## src/rtl/banco_reg_wr_pkg.sv

```systemverilog
// banco_reg_wr_pkg
// Shared definitions for the multicycle datapath register bank and the
// control unit: register index type, architectural register numbers, the
// stack-pointer reset value and the selector codes of the write-address mux
// that feeds banco_reg_wr.
package banco_reg_wr_pkg;

  typedef logic [4:0] reg_idx_t;

  localparam reg_idx_t    REG_ZERO     = 5'd0;
  localparam reg_idx_t    REG_SP       = 5'd29;
  localparam reg_idx_t    REG_RA       = 5'd31;
  localparam int unsigned SP_RESET_VAL = 227;
  localparam int unsigned NUM_REGS     = 32;

  // Selector codes of the upstream write-address mux (rt / $0 / rd / $ra).
  typedef enum logic [1:0] {
    WSEL_RT   = 2'd0,
    WSEL_ZERO = 2'd1,
    WSEL_RD   = 2'd2,
    WSEL_RA   = 2'd3
  } wsel_e;

  // A write only has an architectural effect when it does not target $0.
  function automatic logic is_eff_write(input logic we, input reg_idx_t idx);
    return we && (idx != REG_ZERO);
  endfunction

endpackage

```

## src/rtl/banco_reg_rport.sv

```systemverilog
// banco_reg_rport
// One registered read port of the register bank.
// Ports:
//   clk, rst_n   clock, asynchronous active-low reset
//   load_i       latch a new value on this edge
//   addr_i       read index
//   stored_i     value currently held in the array at addr_i
//   fwd_en_i     an effective write happens on this edge
//   fwd_addr_i   index of that write
//   fwd_data_i   value of that write
//   data_o       registered read data
module banco_reg_rport
  import banco_reg_wr_pkg::*;
#(
  parameter int unsigned DATA_W = 32
) (
  input  logic              clk,
  input  logic              rst_n,
  input  logic              load_i,
  input  reg_idx_t          addr_i,
  input  logic [DATA_W-1:0] stored_i,
  input  logic              fwd_en_i,
  input  reg_idx_t          fwd_addr_i,
  input  logic [DATA_W-1:0] fwd_data_i,
  output logic [DATA_W-1:0] data_o
);

  logic [DATA_W-1:0] data_d;
  logic [DATA_W-1:0] data_q;

  // $0 wins over forwarding; fwd_en_i never flags $0 anyway, but the zero
  // check keeps the port correct independent of how the array resets.
  always_comb begin
    data_d = stored_i;
    if (addr_i == REG_ZERO) begin
      data_d = '0;
    end else if (fwd_en_i && (fwd_addr_i == addr_i)) begin
      data_d = fwd_data_i;
    end
  end

  always_ff @(posedge clk or negedge rst_n) begin
    if (!rst_n) begin
      data_q <= '0;
    end else if (load_i) begin
      data_q <= data_d;
    end
  end

  assign data_o = data_q;

endmodule

```

## src/rtl/banco_reg_wr.sv

```systemverilog
// banco_reg_wr
// 32 x DATA_W register bank with two load-enabled registered read ports,
// same-edge write forwarding, a written-since-reset mask and a saturating
// count of effective writes.
// Ports:
//   clk           system clock (rising edge)
//   reset         asynchronous active-low reset
//   reg_write     write enable
//   write_reg     write index (from the write-address mux)
//   write_data    write value
//   read_reg1/2   read indices (rs / rt)
//   read_load     latch both read ports
//   read_data1/2  registered read data
//   written_mask  bit i set once register i has been written since reset
//   write_count   saturating count of effective writes
module banco_reg_wr
  import banco_reg_wr_pkg::*;
#(
  parameter int unsigned DATA_W   = 32,
  parameter int unsigned SP_INDEX = 29,
  parameter int unsigned SP_RESET = SP_RESET_VAL,
  parameter int unsigned CNT_W    = 16
) (
  input  logic              clk,
  input  logic              reset,
  input  logic              reg_write,
  input  reg_idx_t          write_reg,
  input  logic [DATA_W-1:0] write_data,
  input  reg_idx_t          read_reg1,
  input  reg_idx_t          read_reg2,
  input  logic              read_load,
  output logic [DATA_W-1:0] read_data1,
  output logic [DATA_W-1:0] read_data2,
  output logic [31:0]       written_mask,
  output logic [CNT_W-1:0]  write_count
);

  logic [DATA_W-1:0] regs_q [NUM_REGS];
  logic [31:0]       mask_q;
  logic [CNT_W-1:0]  cnt_q;
  logic              we_eff;

  assign we_eff = is_eff_write(reg_write, write_reg);

  always_ff @(posedge clk or negedge reset) begin
    if (!reset) begin
      for (int unsigned i = 0; i < NUM_REGS; i++) begin
        regs_q[i] <= (i == SP_INDEX) ? DATA_W'(SP_RESET) : '0;
      end
    end else if (we_eff) begin
      regs_q[write_reg] <= write_data;
    end
  end

  // Bit 0 can never be set because $0 writes are not effective.
  always_ff @(posedge clk or negedge reset) begin
    if (!reset) begin
      mask_q <= '0;
    end else if (we_eff) begin
      mask_q[write_reg] <= 1'b1;
    end
  end

  always_ff @(posedge clk or negedge reset) begin
    if (!reset) begin
      cnt_q <= '0;
    end else if (we_eff && (cnt_q != '1)) begin
      cnt_q <= cnt_q + CNT_W'(1);
    end
  end

  banco_reg_rport #(.DATA_W(DATA_W)) u_rport1 (
    .clk        (clk),
    .rst_n      (reset),
    .load_i     (read_load),
    .addr_i     (read_reg1),
    .stored_i   (regs_q[read_reg1]),
    .fwd_en_i   (we_eff),
    .fwd_addr_i (write_reg),
    .fwd_data_i (write_data),
    .data_o     (read_data1)
  );

  banco_reg_rport #(.DATA_W(DATA_W)) u_rport2 (
    .clk        (clk),
    .rst_n      (reset),
    .load_i     (read_load),
    .addr_i     (read_reg2),
    .stored_i   (regs_q[read_reg2]),
    .fwd_en_i   (we_eff),
    .fwd_addr_i (write_reg),
    .fwd_data_i (write_data),
    .data_o     (read_data2)
  );

  assign written_mask = mask_q;
  assign write_count  = cnt_q;

endmodule

```

## config.mk

```make
export PLATFORM = sky130hd
export DESIGN_NAME = banco_reg_wr
export DESIGN_NICKNAME = d
export VERILOG_FILES = /design/src/rtl/banco_reg_wr_pkg.sv /design/src/rtl/banco_reg_rport.sv /design/src/rtl/banco_reg_wr.sv
export SDC_FILE = /design/constraint.sdc
export NUM_CORES = 2
export LEC_CHECK = 0
export ABC_AREA = 1
export CAP_MARGIN = 30
export CORE_UTILIZATION = 55
export DETAILED_ROUTE_END_ITERATION = 6
export HOLD_SLACK_MARGIN = 0.15
export PLACE_DENSITY = 0.72
export SYNTH_ARGS = -nofsm -noshare
export SYNTH_HDL_FRONTEND = slang
export SYNTH_SLANG_ARGS = --single-unit
```

## constraint.sdc

```tcl
create_clock -name clk -period 2.2 [get_ports clk]
set_clock_uncertainty 0.2 [all_clocks]
set_input_delay 0.44 -clock clk [delete_from_list [all_inputs] [get_ports clk]]
set_output_delay 0.44 -clock clk [all_outputs]
set_load 0.02 [all_outputs]
```

Word level (Yosys, flattened, before mapping)
Cells that the tools add are included.

Bits of input ports: 51. Bits in registers: 1136. Word-level logic and storage cells: 74.

Bitwise logic cells: 4. Multiplexer cells: 15. Eq/ne operators: 3. $add $sub $neg: 1. Order comparisons: 6. Reduce and logical (&&, ||, !) cells: 9.

Operator list (number): $bwmux 1024 (1); $bmux 32 s5 (2); $mux 32 (9); $demux 32 s5 (1); $or 32x32->32 (1); $ge 6x6->1 const B (3); $not 5->6 (3); $add 16x1->16 const B (1); $ne 16x16->1 const B (1); $eq 5x5->1 (2); $logic_not 5->1 (2); $logic_and 1x1->1 (6); $lt 5x6->1 const B (1); $lt 6x1->1 const B (1); $demux 1 s5 (1); $ge 5x1->1 const B (1); $reduce_bool 5->1 (1); $mux 1 (1).

Depth between registers and ports, before layout
Depth in word-level cells: 6. Gate-level depth with buffers: 14.

Modules after synthesis
A second synthesis with hierarchy kept.

Cell total of the unflattened synthesis: 9128. Area total of the unflattened synthesis: 62799.0 um^2.

By module, submodules not included: banco_reg_wr (area each 58765.1 um^2, instances 1, cells an instance 8516); banco_reg_rport (area each 2016.9 um^2, instances 2, cells an instance 306).

Worst setup path after synthesis
Ideal clock, no wire load.

Kind: input to register. Start point: input port read_reg2[1]. End point: register u_rport2.data_q[18] (netlist: u_rport2.data_o[18]). Setup time: 0.116 ns. Required time: 1.884 ns. Stages on the path: 13. Path slack: 0.343 ns. Arrival: 1.540 ns. Cells stage by stage: buf_2 nor2_1 buf_2 buf_2 nand3_1 nand2_1 nor2_1 nand2_1 nand3_1 nand2_1 nand2_1 nand2_1 nand2_1.

Longest elaborated chain between the ends: 6. Elaborated cells on any way between the ends: 9. Those cells by class: eq/ne: 1; mux: 5; bitwise: 1; reduce/logical: 2.

Ends and longest elaborated chain: start: declaration (RTL line banco_reg_wr.sv:30) `input reg_idx_t read_reg2,`; $not 5->6 (implied by the code) (RTL line banco_reg_wr.sv:89) `.stored_i (regs_q[read_reg2]),`; $bmux 32 s5 (RTL line banco_reg_wr.sv:89); $mux 32 (implied by the code) (2 in a row) (RTL line banco_reg_wr.sv:89); $mux 32 (RTL line banco_reg_rport.sv:37) `end else if (fwd_en_i && (fwd_addr_i == addr_i)) begin`; $mux 32 * (RTL line banco_reg_rport.sv:35) `if (addr_i == REG_ZERO) begin`; end signal: assignment (RTL line banco_reg_rport.sv:46) `data_q <= data_d;`; end: declaration (RTL line banco_reg_rport.sv:29) `logic [DATA_W-1:0] data_q;`.

Mark *: on every way between the ends. The rest lies on a longest branch, timed or not. The select of a mux whose other input is x is not followed. A chain may end at the register's enable or synchronous reset.

Final worst setup path
Start point: register u_rport1.data_q[31] (netlist: u_rport1.data_o[31]). End point: output port read_data1[31].

RTL lines: start: declaration (RTL line banco_reg_rport.sv:29); start signal: assignment (RTL line banco_reg_rport.sv:46); end: declaration (RTL line banco_reg_wr.sv:32) `output logic [DATA_W-1:0] read_data1,`.

No word-level cell between the ends.

==> flow_metrics.tcl <==
set metrics [dict create \
    status "completed" \
    maxCapViolCount 0 \
    critPathTopFamily "flip-flops" \
    grt_setup_unrepaired "false" \
    gp_congestion 0.912 \
    critPathCaptureType "primary output" \
    cts_tree "done" \
    power_frac_comb_pct 21.6 \
    firstDrtPassIters 7 \
    grtUsageTotal_pct 40.7 \
    io_pins 163 \
    dr_total_vias 67000 \
    ys_types 26 \
    antenna_found_initial 9 \
    ant_nets 0 \
    cts.clk_slew.worst_paths_ns 0.06 \
    cp-start-kind "flip-flop" \
    wirelength_um 241000 \
    yosysWarningCount 0 \
    area_growth_pct 18.4 \
    wire_per_inst_um 21.1 \
    synth_compound_area_share_pct 8.52 \
    synthXorXnorAreaFrac_pct 0.285 \
    crit_buf_inv 1 \
    post-place-ws_ns -0.417 \
    grt_pass1_wl_um 370000 \
    timing.slew.headroom_pct 58.4 \
    clk_latency_ns 0.79 \
    p_clk_share_pct 35.8 \
    seq_power_share_pct 42.6 \
    synth_simple_gate_area_share_pct 37.0 \
    cts_setup_buffers 0 \
    drcViolationCount 0 \
    cp_data_required_time_ns 1.56 \
    min_path_type "reg2reg" \
    worst_slew_pin_slew_ns 0.625 \
    chipHeight_um 344 \
    clock.fmax_ghz 0.457 \
    cts_root_buf "clkbuf_16" \
    p_leak_nw 39.2 \
    synth_fa_ha_area_share_pct 0.0194 \
    synthCells 9749 \
    power.density_nw_per_um2 829 \
    rows 125 \
    syn_area_um2 64500 \
    hold_viol 0 \
    synthesis.nets 9801 \
    yosys.area.top_type "dfrtp_1" \
    portBuffers 162 \
    criticalPathCategory "reg2out" \
    setup_viol 0 \
    cts_sinks 1136 \
    die_w_um 344 \
    peakVddDrop_mv 0.777 \
    grt_pass1_vias 63400 \
    yosys.area.top_type_share_pct 43.9 \
    p_sw_share_pct 32.1 \
    synth_mux_area_share_pct 0 \
    path_cells "clkdlybuf4s15_2" \
    dieArea_um2 119000 \
    cts_buffers 132 \
    setup_slack_ns 0.0138 \
    drt_iter0_drc 9553 \
    syn_area_per_cell_um2 6.61 \
    crit_path_top_delay_cell "dfrtp_1" \
    layout.nets 9839 \
    grt-ovfl-total 0 \
    final.period_utilization_pct 99.4 \
    grt_max_degree 89 \
    initial_core_util_pct 55.5 \
    fin_crit_ns 2.19 \
    hold_ws_ns 0.172 \
    power.internal_mw 43.0 \
    drive_above_1_share_pct 8.37 \
    hpwl_um 152000 \
    core_area_um2 116000 \
    htreeDepth 4 \
    routed_via_density 5.87 \
    drv_slew 0 \
    p_sw_mw 20.3 \
    ys_ff_latch 1136 \
    cpPeakStageDelay_ns 0.46 \
    synth_area_leaders "dfrtp_1, nand2_1, nand3_1, o21ai_0, inv_1" \
    worstPathArrival_ns 1.55 \
    ys_seq_area_share_pct 44.1 \
    crit_fanout 2 \
    clockBufferDepth 3 \
    synth_top_family_by_area "simple AND/OR/NAND/NOR gates" \
]
[through the flow]
| stage | cell area [µm²] | total power, mW | utilization (%) | cells | setup TNS (ns) |
|---|---|---|---|---|---|
| floorplan | 64500 | 35.5 | - | 9749 | 0 |
| global placement | 71900 | 40.1 | 61.9 | 11200 | -283.25 |
| detailed placement | 71900 | 40.7 | 61.9 | 11200 | -277.21 |
| CTS | 76300 | 63.2 | 65.7 | 11400 | -0.0308 |
| global route | 76300 | 66.4 | 65.7 | 11400 | 0 |
| finish | 76300 | 63.3 | 65.7 | 11400 | 0 |
[cells by family after synthesis]
group,after synthesis
AND/OR/NAND/NOR,5940
buffers and inverters,1585
flip-flops,1136
AO/OA/AOI/OAI,1066
XOR/XNOR,21
adder cells (fa/ha/maj),1
[layout by cell type, fill, tap and decap left out, drive strengths merged, types with 34 or more instances in the layout]
master,count
nand2,3972
nand3,1163
dfrtp,1131
o21ai,1002
inv,805
nor2,784
buf,535
clkbuf,193
dlygate4sd2,97
o21bai,64
clkdlybuf4s50,39
clkinv,34
[cells in the mapped netlist]
master	number
clkbuf_2	7
o21bai_1	64
xor2_1	10
dfstp_2	5
nor3_1	7
nor3_2	6
or2_1	1
nand4_1	5
dfrtp_1	1131
buf_4	29
buf_2	348
xnor2_1	11
inv_1	793
nand3_1	1163
inv_2	8
nor3_4	1
nand2_2	3
ha_1	1
buf_1	37
o21ai_0	945
nand2_1	3969
nor2_2	3
clkbuf_1	363
nor2_1	781
o21ai_1	57
nor4_1	1
[flip-flops by register name, summed over array words and instances, names as in the netlist]
| register | cells |
|---|---|
| u_rport2.data_o | 32 |
| write_count | 16 |
| regs_q | 1024 |
| written_mask | 32 |
| u_rport1.data_o | 32 |
[timing repair]
| item | in CTS | in global routing |
|---|---|---|
| setup endpoints to repair | 112 | 4 |
| gates resized for setup | 134 | 5 |
| hold endpoints to repair | 1133 | 0 |
| hold buffers | 2 | 0 |
[metal layers]
layer / wire [µm] / track usage, %
met1: 91800 / 53.3
met2: 103000 / 61.4
met3: 30300 / 9.70
met4: 16400 / 24.4
met5: 62 / 0
[path summary, 6_finish.rpt]
| check | start | cells after the start | slack [ns] | to |
|---|---|---|---|---|
| min reg2reg | written_mask[0] | 0 | 0.17 | written_mask[0] |
| max | u_rport1.data_o[31] | 1 | 0.01 | read_data1[31] |
| min in group asynchronous | reset | 3 | 0.21 | regs_q[13] |
| min | written_mask[0] | 0 | 0.17 | written_mask[0] |
| max reg2reg | write_count[0] | 9 | 0.26 | write_count[7] |
| max in group asynchronous | reset | 4 | 0.82 | regs_q[714] |
[worst reg2reg max path: cells and delay by family, from the launching register on]
family                     cells  cell delay, ns
buffers and inverters          2            0.24
AOI/OAI and AO/OA              1            0.16
and+or+nand+nor                5            0.54
adders and majority gates      1            0.24
DFF                            1            0.44
[power groups by stage]
stage	Combinational (mW)	Sequential [mW]	Clock, mW
final	13.7	27.0	22.7
after global routing	15.4	27.4	23.7
after CTS	13.5	26.9	22.8
after detailed placement	13.5	27.2	0
after global placement	13.0	27.1	0
after floorplan	8.57	26.9	0
[final cells by class]
cell class                 instances  area, µm²
clock buffer                     191       3980
sequential                      1136      28400
fill                           10100      39900
multi-input combinational       7028      29800
antenna                            3       7.51
clock inverter                    45        472
timing repair buffer             688       8700
inverter                         801       3030
tap                             1524       1910
Note: power is estimated with default switching activity, not from simulation.
